<file path="src/rtl/spi_activity_monitor.sv">
// Multi-channel SPI clock activity monitor: counts synchronised SCLK rising edges per
// fixed CLK window and reports edge counts, DETECT with miss hysteresis and sticky LOST.
module spi_activity_monitor #(
    parameter int NUM_CH        = 2,
    parameter int SYNC_STAGES   = 2,
    parameter int WINDOW_CYCLES = 64,
    parameter int CNT_W         = 8,
    parameter int MIN_EDGES     = 2,
    parameter int MISS_WINDOWS  = 2
) (
    input  logic                    CLK,
    input  logic                    RST,
    input  logic [NUM_CH-1:0]       SCLK,
    input  logic                    CLR,
    output logic [NUM_CH-1:0]       DETECT,
    output logic [NUM_CH-1:0]       LOST,
    output logic [NUM_CH*CNT_W-1:0] EDGE_COUNT,
    output logic                    WINDOW_DONE
);

    localparam int TW = $clog2(WINDOW_CYCLES);
    localparam int MW = $clog2(MISS_WINDOWS + 1);
    localparam logic [TW-1:0]    TC_VAL   = TW'(WINDOW_CYCLES - 1);
    localparam logic [CNT_W-1:0] MIN_E    = CNT_W'(MIN_EDGES);
    localparam logic [MW-1:0]    MISS_MAX = MW'(MISS_WINDOWS);

    typedef enum logic {
        ST_IDLE,
        ST_ACTIVE
    } det_state_e;

    logic [TW-1:0] timer_q, timer_d;
    logic          tc;
    logic          done_q;

    always_comb begin
        tc      = (timer_q == TC_VAL);
        timer_d = tc ? '0 : timer_q + TW'(1);
    end

    always_ff @(posedge CLK) begin
        if (RST) begin
            timer_q <= '0;
            done_q  <= 1'b0;
        end else begin
            timer_q <= timer_d;
            done_q  <= tc;
        end
    end

    assign WINDOW_DONE = done_q;

    for (genvar g = 0; g < NUM_CH; g++) begin : g_ch
        logic [SYNC_STAGES-1:0] sync_q;
        logic                   prev_q;
        logic                   edge_det;
        logic [CNT_W-1:0]       cnt_q, cnt_d;
        logic [CNT_W-1:0]       count_q, count_d;
        logic [CNT_W-1:0]       cap;
        logic [MW-1:0]          miss_q, miss_d;
        logic [MW-1:0]          miss_inc;
        det_state_e             state_q, state_d;
        logic                   lost_q, lost_d;
        logic                   active;

        assign edge_det = sync_q[SYNC_STAGES-1] & ~prev_q;

        // cap includes this cycle's edge so a TC-cycle edge closes with its window
        always_comb begin
            cap      = (cnt_q == '1) ? cnt_q : cnt_q + CNT_W'(edge_det);
            cnt_d    = tc ? '0 : cap;
            count_d  = tc ? cap : count_q;
            active   = (cap >= MIN_E);
            miss_inc = miss_q + MW'(1);
            state_d  = state_q;
            miss_d   = miss_q;
            lost_d   = lost_q & ~CLR;
            if (tc) begin
                case (state_q)
                    ST_IDLE: begin
                        if (active) begin
                            state_d = ST_ACTIVE;
                            miss_d  = '0;
                        end
                    end
                    ST_ACTIVE: begin
                        if (active) begin
                            miss_d = '0;
                        end else if (miss_inc == MISS_MAX) begin
                            state_d = ST_IDLE;
                            miss_d  = '0;
                            lost_d  = 1'b1;
                        end else begin
                            miss_d = miss_inc;
                        end
                    end
                    default: begin
                        state_d = ST_IDLE;
                        miss_d  = '0;
                    end
                endcase
            end
        end

        always_ff @(posedge CLK) begin
            if (RST) begin
                sync_q  <= '0;
                prev_q  <= 1'b0;
                cnt_q   <= '0;
                count_q <= '0;
                miss_q  <= '0;
                state_q <= ST_IDLE;
                lost_q  <= 1'b0;
            end else begin
                sync_q  <= {sync_q[SYNC_STAGES-2:0], SCLK[g]};
                prev_q  <= sync_q[SYNC_STAGES-1];
                cnt_q   <= cnt_d;
                count_q <= count_d;
                miss_q  <= miss_d;
                state_q <= state_d;
                lost_q  <= lost_d;
            end
        end

        assign DETECT[g]                    = (state_q == ST_ACTIVE);
        assign LOST[g]                      = lost_q;
        assign EDGE_COUNT[g*CNT_W +: CNT_W] = count_q;
    end

endmodule

</file>
<file path="config.mk">
export PLATFORM = sky130hd
export DESIGN_NAME = spi_activity_monitor
export DESIGN_NICKNAME = d
export VERILOG_FILES = /design/src/rtl/spi_activity_monitor.sv
export SDC_FILE = /design/constraint.sdc
export NUM_CORES = 1
export LEC_CHECK = 0
export ABC_CLOCK_PERIOD_IN_PS = 2950
export CORE_AREA = 5 5 62 86
export CTS_CLUSTER_SIZE = 40
export DETAILED_ROUTE_END_ITERATION = 16
export DIE_AREA = 0 0 67 91
export HOLD_SLACK_MARGIN = 0.1
export PLACE_DENSITY_LB_ADDON = 0.3
export SETUP_SLACK_MARGIN = 0.15
export SLEW_MARGIN = 10
export SYNTH_ARGS = -nofsm -noshare
export SYNTH_HDL_FRONTEND = slang
export SYNTH_SLANG_ARGS = --single-unit
</file>
<file path="constraint.sdc">
create_clock -name CLK -period 2.95 [get_ports CLK]
set_clock_uncertainty 0.05 [all_clocks]
set_input_delay 0.59 -clock CLK [delete_from_list [all_inputs] [get_ports CLK]]
set_output_delay 0.59 -clock CLK [all_outputs]
set_load 0.01 [all_outputs]
</file>
Yosys cells after proc, flatten, opt, wreduce, memory -nomap -nowiden
Index checks and enable logic that the tools add are counted.
Storage, ports and cells
  bits in registers: 53
  output and inout port bits: 21
  input bits: 5
  word-level logic and storage cells: 68
Operators by class
  bitwise gates (word level): 9
  eq/ne operators: 7
  reduce and logical (&&, ||, !) cells: 3
  $lt $le $gt $ge: 2
  $add $sub $neg: 5
  mux-type cells: 26
Operators by type and width (number)
  $add 8x1->8: 2
  $eq 8x8->1 const B: 2
  $ge 8x2->1 const B: 2
  $mux 8: 2
  $mux 1: 14
  $mux 2: 6
  $pmux 2 s2: 2
  $add 6x1->6 const B: 1
  $eq 6x6->1 const B: 1
  $not 1->1: 5
  $add 2x1->2 const B: 2
  $and 1x1->1: 4
  $eq 2x2->1 const B: 2
  $ne 2x2->1 const B: 2
  $pmux 1 s2: 2
  $reduce_and 2->1: 2
  $reduce_or 2->1: 1

Longest topological paths before layout
Gate-level depths: netlist of the first run.
  word-level depth: 8
  mapped depth: 8
  mapped depth without buffers: 8

Worst setup path after synthesis of the first run
OpenSTA, ideal clock, no wires.
  path kind: reg2reg
  from: register g_ch[0].sync_q[1]
  to: register g_ch[0].lost_q
  slack: 0.789 ns
  data required time: 2.830 ns
  data arrival time: 2.041 ns
  cell stages (with the launch flop): 9
  setup time: 0.070 ns
  buffers on the path: 0
  period minus slack after synthesis: 2.161 ns
  cell sequence: dfxtp_1 > nor2b_1 > ha_1 > ha_1 > or2_2 > nor3_1 > o221ai_1 > or4b_1 > a21oi_1
Between the ends
  word-level cells in the longest chain between the ends: 7
RTL lines
  from (decl): line 54  | logic [SYNC_STAGES-1:0] sync_q;
  from (signal assigned): line 115  | sync_q <= {sync_q[SYNC_STAGES-2:0], SCLK[g]};
  $and 1x1->1: line 66  | assign edge_det = sync_q[SYNC_STAGES-1] & ~prev_q;
  $add 8x1->8: line 70  | cap = (cnt_q == '1) ? cnt_q : cnt_q + CNT_W'(edge_det);
  $mux 8: line 70
  $ge 8x2->1: line 73  | active = (cap >= MIN_E);
  $mux 1: line 87  | if (active) begin
  $mux 1: line 79  | case (state_q)
  $mux 1: line 78  | if (tc) begin
  to (signal assigned): line 121  | lost_q <= lost_d;
  to (decl): line 63  | logic lost_q, lost_d;
No other way between the ends.
A chain may end at the register's enable or synchronous reset.

Worst setup path after layout of the first run
  from: register g_ch[1].sync_q[1]
  to: register g_ch[1].lost_q
Between the ends
  word-level cells in the longest chain between the ends: 7
RTL lines (line)
  from (decl): 54
  from (signal assigned): 115
  $and 1x1->1: 66
  $add 8x1->8: 70
  $mux 8: 70
  $ge 8x2->1: 73
  $mux 1: 87
  $mux 1: 79
  $mux 1: 78
  to (signal assigned): 121
  to (decl): 63
No other way between the ends.

==> results.json, run 1 <==
{
  "synth_area_leader_cell": "dfxtp_1",
  "initialDrtViolationCount": 100,
  "gp_congestion": 0.796,
  "die_w_microns": 67,
  "maxCapViolCount": 0,
  "fin_cells": 345,
  "tightest_slew_ns": 0.574,
  "post_cts_resize_count": 0,
  "finalInstanceArea_sq_mm": 0.00268,
  "area_delta_synth_final_pct": 14.3,
  "cp_data_required_time_ns": 3.13,
  "fp.dieH_microns": 91,
  "finalHoldViolations": 0,
  "grt_pass1_wl_mm": 8.23,
  "async_flop_share_pct": 0,
  "report.final.slew_viol_count": 0,
  "fin_crit_ns": 2.32,
  "setup_viol": 0,
  "clkTransAtPathRegs_ns": 0.09,
  "grt_pass1_vias": 1844,
  "critical_path_class": "reg2reg",
  "cts_root_buf": "clkbuf_8",
  "cts_tree": "built",
  "fmax_ghz": 0.431,
  "rsz0062_at_grt": "no",
  "hpwl_mm": 3.41,
  "avgViaCountPerCell": 5.45,
  "worstPathMaxFanout": 5,
  "cts_num_sinks": 53,
  "reg2reg_depth": 7,
  "slowest_stage": "or4_1",
  "placed_area_sq_mm": 0.00258,
  "startpoint_type": "register",
  "leakagePower_nw": 0.969,
  "power_density_mw_per_mm2": 453,
  "synth_seq_area_share_pct": 45.2,
  "rows": 29,
  "slowest_delay_ns": 0.53,
  "postSynthRegisterBits": 53,
  "hp-class": "reg2reg",
  "first_pass_iters": 4,
  "synth_top_cell_area_share_pct": 45.2,
  "synthCells": 263,
  "port_buffers": 25,
  "cp-end-kind": "register",
  "hold_ws_ns": 0.403,
  "p_total_w": 0.00122,
  "ys.flop_type": "dfxtp_1",
  "grt_overflow": 0,
  "synth_cell_types": 46,
  "route.detailed.drc": 0,
  "clk_path_buf_depth": 2,
  "vdd_drop_max_uv": 305,
  "crit_buf_inv": 0,
  "antenna_found_initial": 0,
  "insertion_delay_ns": 0.30,
  "finalSetupTns_ns": 0,
  "relSlewSlack_pct": 61.7,
  "io_pins": 26,
  "hold_depth": 1,
  "fin_nets": 292,
  "syn_nets": 273,
  "htreeDepth": 2,
  "dieArea_sq_mm": 0.00610,
  "outcome": "finished clean",
  "cts_setup_buffers": 0,
  "path_cells": "nor2b_1, ha_1, and4_1, and4_4, o221ai_2, or4_1, a21oi_1",
  "initial_utilization_pct": 52.6,
  "grt_usage_pct": 17.1,
  "ant_nets": 0,
  "drive_gt1_share_pct": 8.48,
  "syn_area_sq_mm": 0.00235,
  "num_vias": 1881,
  "synth.avg_cell_area_sq_um": 8.92,
  "design.core.area_sq_mm": 0.00446,
  "cts_hold_repair.buffers": 0,
  "crit_arrival_ns": 2.50,
  "n_antenna_cell": 0,
  "wl_per_cell_microns": 13.6,
  "period_share_pct": 78.6,
  "ys_warn_count": 0,
  "synth_edf_count": 0,
  "cp.depth": 7,
  "place_inst": 337,
  "synthTopCellsByArea": "dfxtp_1, nor2_1, a211oi_1",
  "fillers": 407,
  "drt_wl_total_mm": 4.69,
  "numCtsBuffers": 5,
  "grt_max_degree": 33,
  "cp_top_family": "simple AND/OR/NAND/NOR gates"
}
## logic make-up after synthesis
group / count (synthesis) / share of synthesized area [%]
compound gates: 54 / 16.2
simple gates: 116 / 24.9
fa+ha+maj: 5 / 2.67
mux: 2 / 0.907
xor+xnor: 11 / 4.11
buf+inv: 22 / 6.03
flops: 53 / 45.2
## cell type report
class / instances / area, sq um / share of cell area [%]
Clock buffer: 7 / 96.3 / 3.59
Clock inverter: 1 / 5.00 / 0.187
Inverter: 5 / 18.8 / 0.700
Multi-Input combinational cell: 188 / 1140 / 42.6
Sequential cell: 53 / 1060 / 39.6
Tap cell: 62 / 77.6 / 2.89
Timing Repair Buffer: 29 / 280 / 10.4
## where the power goes
group	total (W)	leakage [nW]	internal (W)	switching [W]
clock network	0.000435	0.0542	0.000212	0.000223
registers	0.000735	0.429	0.000726	0.00000924
logic	0.0000444	0.486	0.0000203	0.0000241
## routing by layer
layer | part of all wire [%] | track usage [%] | up-vias
met5 | 0 | 0 | -
met4 | 1.7 | 6.94 | 0
met3 | 2.6 | 3.46 | 8
met2 | 54 | 30.5 | 22
met1 | 42 | 19.3 | 893
li1 | - | - | 958
## registers in the layout (all words and copies together) (netlist names)
signal / cells
g_ch.count_q: 16
g_ch.cnt_q: 16
g_ch.prev_q: 2
timer_q: 6
g_ch.miss_q: 4
g_ch.lost_q: 2
g_ch.state_q: 2
WINDOW_DONE: 1
g_ch.sync_q: 4
## worst paths after layout
check	startpoint	to	slack, ns
worst max register to register	g_ch[1].sync_q[1]$_SDFF_PP0_	g_ch[1].lost_q$_SDFF_PP0_	0.63
worst min register to register	g_ch[1].sync_q[0]$_SDFF_PP0_	g_ch[1].sync_q[1]$_SDFF_PP0_	0.40
worst max-delay path	g_ch[1].sync_q[1]$_SDFF_PP0_	g_ch[1].lost_q$_SDFF_PP0_	0.63
worst min-delay path	g_ch[1].sync_q[0]$_SDFF_PP0_	g_ch[1].sync_q[1]$_SDFF_PP0_	0.40
## cell usage after synthesis, types with 2 or more instances
| cell type | n |
|---|---|
| and4_1 | 3 |
| nor2_1 | 48 |
| nor3b_1 | 3 |
| nand2b_1 | 4 |
| nand3_1 | 9 |
| nor3_1 | 5 |
| buf_4 | 4 |
| or2_2 | 2 |
| o211ai_1 | 3 |
| and3_1 | 3 |
| ha_1 | 5 |
| xnor2_1 | 6 |
| a311oi_1 | 2 |
| xor2_1 | 5 |
| buf_6 | 5 |
| nand2_1 | 12 |
| nand4_1 | 5 |
| clkbuf_1 | 7 |
| a21oi_1 | 14 |
| a31oi_1 | 4 |
| o221a_2 | 2 |
| nand3b_1 | 2 |
| and2_1 | 4 |
| dfxtp_1 | 53 |
| a211oi_1 | 12 |
| inv_1 | 5 |
| nor2b_1 | 12 |
| o21ai_0 | 6 |
## worst reg2reg max path: stages (launching register included)
cell	delay (ns)
dfxtp_1	0.33
nor2b_1	0.20
ha_1	0.24
and4_1	0.34
and4_4	0.27
o221ai_2	0.11
or4_1	0.53
a21oi_1	0.18
## placed cells by master (no fill, tap or decap), types with 2 or more instances in the layout
| master | count |
|---|---|
| a31oi_1 | 4 |
| a311oi_1 | 2 |
| o21ai_0 | 6 |
| clkbuf_8 | 7 |
| nor3_1 | 5 |
| and2_1 | 4 |
| nand3b_1 | 2 |
| nand2b_1 | 4 |
| nand2_1 | 12 |
| a211oi_1 | 12 |
| nand3_1 | 9 |
| xnor2_1 | 6 |
| and3_1 | 3 |
| xor2_1 | 5 |
| nand4_1 | 5 |
| o221a_2 | 2 |
| and4_1 | 3 |
| buf_4 | 4 |
| clkdlybuf4s50_1 | 25 |
| ha_1 | 5 |
| nor2_1 | 48 |
| or2_2 | 2 |
| dfxtp_1 | 53 |
| nor2b_1 | 12 |
| o211ai_1 | 3 |
| a21oi_1 | 14 |
| nor3b_1 | 3 |
| inv_1 | 5 |
## per-stage QoR
| step | worst slack [ns] | utilization, % |
|---|---|---|
| 2_1_floorplan | 0.789 | - |
| 3_3_place_gp | 0.688 | 57.8 |
| 3_5_place_dp | 0.657 | 57.8 |
| 4_1_cts | 0.613 | 60.1 |
| 5_1_grt | 0.502 | 60.1 |
| 6_report | 0.630 | 60.1 |
Power figures use the tool's default switching activity.
==> run 2, diff against run 1 <==
--- a/config.mk
+++ b/config.mk
@@ -5,7 +5,7 @@
 export SDC_FILE = /design/constraint.sdc
 export NUM_CORES = 1
 export LEC_CHECK = 0
-export ABC_CLOCK_PERIOD_IN_PS = 2950
+export ABC_CLOCK_PERIOD_IN_PS = 2300
 export CORE_AREA = 5 5 62 86
 export CTS_CLUSTER_SIZE = 40
 export DETAILED_ROUTE_END_ITERATION = 16
==> constraint.sdc (replaced) <==
create_clock -name CLK -period 2.3 [get_ports CLK]
set_clock_uncertainty 0.05 [all_clocks]
set_input_delay 0.46 -clock CLK [delete_from_list [all_inputs] [get_ports CLK]]
set_output_delay 0.46 -clock CLK [all_outputs]
set_load 0.01 [all_outputs]
==> run 2 against run 1 <==
Sequential share of layout area decreased by 1.4 points. Critical path depth unchanged. Register-to-register slack got worse by 0.42 ns. Combinational power increased by 43%. First-iteration DRC count decreased by 29%. Count of clock-buffer cells in the layout unchanged. Hold slack improved by 0.00081 ns. Routed wire length increased by 5.2%. Final area increased by 3.7%.
==> results.json, run 2 (same netlist as run 1, synthesis figures left out) <==
{
  "outcome": "finished clean",
  "place_inst": 339,
  "cp_data_required_time_ns": 2.50,
  "insertion_delay_ns": 0.30,
  "layout_common_cells": "dfxtp_1, nor2_1, clkdlybuf4s50_1, a21oi_1",
  "drt_wl_total_mm": 4.94,
  "startpoint_type": "register",
  "slowest_delay_ns": 0.53,
  "tightest_slew_ns": 0.394,
  "drive_gt1_share_pct": 13.2,
  "holdPathEnd": "timer_q[0]$_SDFF_PP0_",
  "reg.largest.list": "g_ch.cnt_q x16, g_ch.count_q x16, timer_q x6",
  "crit_arrival_ns": 2.29,
  "fin_cells": 349,
  "design.core.area_sq_mm": 0.00446,
  "hp-class": "reg2reg",
  "crit_buf_inv": 0,
  "clk_path_buf_depth": 2,
  "ff2ff_setup_slack_ns": 0.21,
  "grt_pass1_vias": 1785,
  "cts_tree": "built",
  "final_common_cell": "dfxtp_1",
  "placed_area_sq_mm": 0.00260,
  "rsz0062_at_grt": "yes",
  "cp_top_family": "simple AND/OR/NAND/NOR gates",
  "relSlewSlack_pct": 73.6,
  "grt_usage_pct": 16.8,
  "vdd_drop_max_uv": 393,
  "avgViaCountPerCell": 5.52,
  "dieArea_sq_mm": 0.00610,
  "slowest_stage": "or4_4",
  "rr_startpoint": "g_ch[1].sync_q[1]$_SDFF_PP0_",
  "final_core_util_pct": 62.3,
  "fin_crit_ns": 2.09,
  "finalHoldViolations": 0,
  "port_buffers": 25,
  "fp.dieH_microns": 91,
  "hpwl_mm": 3.48,
  "grt_max_degree": 25,
  "cts_root_buf": "clkbuf_8",
  "reg2reg_depth": 7,
  "clkTransAtPathRegs_ns": 0.09,
  "path_cells": "nor2b_4, ha_4, and4_4, and4_4, o221ai_2, or4_4, a21oi_2",
  "hold_ws_ns": 0.404,
  "die_w_microns": 67,
  "setup_viol": 0,
  "fmax_ghz": 0.478,
  "timing.rr.end": "g_ch[1].lost_q$_SDFF_PP0_",
  "power_density_mw_per_mm2": 545,
  "wl_per_cell_microns": 14.1,
  "n_antenna_cell": 0,
  "finalSetupTns_ns": 0,
  "grt_overflow": 0,
  "worstHoldStart": "timer_q[0]$_SDFF_PP0_",
  "rows": 29,
  "critical_path_class": "reg2reg",
  "crit_top_cell": "and4_4",
  "route.detailed.drc": 0,
  "cp-end-kind": "register",
  "initialDrtViolationCount": 71,
  "hold_depth": 1,
  "ant_nets": 0,
  "area_delta_synth_final_pct": 18.6,
  "htreeDepth": 2,
  "gp_congestion": 0.846,
  "num_vias": 1925,
  "fin_nets": 296,
  "numCtsBuffers": 5,
  "maxCapViolCount": 0,
  "io_pins": 26,
  "report.final.slew_viol_count": 0,
  "period_share_pct": 90.9,
  "leakagePower_nw": 0.977,
  "fillers": 399,
  "cts_num_sinks": 53,
  "first_pass_iters": 4,
  "grt_pass1_wl_mm": 8.02,
  "antenna_found_initial": 0,
  "finalInstanceArea_sq_mm": 0.00278,
  "worstPathMaxFanout": 4,
  "initial_utilization_pct": 52.6
}
run 2: layout make-up:
class                           count  area [sq um]  share of cell area (%)
Timing Repair Buffer               33           310                    11.2
Sequential cell                    53          1060                    38.2
Tap cell                           62          77.6                    2.79
Clock buffer                        7          76.3                    2.74
Inverter                            5          18.8                   0.675
Clock inverter                      1          7.51                   0.270
Multi-Input combinational cell    188          1230                    44.2
run 2: how the worst max path moves through the flow:
stage | startpoint | endpoint | cells after the start
after floorplan | g_ch[0].sync_q[1]$_SDFF_PP0_ | g_ch[0].lost_q$_SDFF_PP0_ | 8
after global placement | g_ch[0].sync_q[1]$_SDFF_PP0_ | g_ch[0].lost_q$_SDFF_PP0_ | 8
after detailed placement | g_ch[0].sync_q[1]$_SDFF_PP0_ | g_ch[0].lost_q$_SDFF_PP0_ | 8
after CTS | g_ch[0].sync_q[1]$_SDFF_PP0_ | g_ch[0].lost_q$_SDFF_PP0_ | 8
after global routing | g_ch[0].sync_q[1]$_SDFF_PP0_ | g_ch[0].lost_q$_SDFF_PP0_ | 8
final | g_ch[1].sync_q[1]$_SDFF_PP0_ | g_ch[1].lost_q$_SDFF_PP0_ | 7
run 2: repair_timing:
action,in CTS,in global routing
cloned,0,0
hold buffers,0,0
gates resized for setup,6,13
endpoints found under the setup margin,2,2
pin swaps,0,4
setup buffers,0,2
run 2: per-stage QoR:
step	total power (W)	worst slack [ns]
6_report	0.00152	0.208
5_1_grt	0.00157	0.0978
4_1_cts	0.00153	0.133
3_5_place_dp	0.00102	0.0726
3_3_place_gp	0.00102	0.122
2_1_floorplan	0.00100	0.192
run 2: layer usage:
metal	vias to the layer above	GRT usage (%)	routed length, microns
met1	921	19.0	2050
met3	11	3.95	153
met2	33	29.4	2620
met5	-	0	0
li1	960	-	-
met4	0	6.60	118
run 2: power by group:
group | internal [W] | total, W | leakage (nW) | switching [W]
clock | 0.000216 | 0.000507 | 0.0385 | 0.000291
combinational | 0.0000305 | 0.0000633 | 0.510 | 0.0000328
sequential | 0.000932 | 0.000945 | 0.429 | 0.0000134
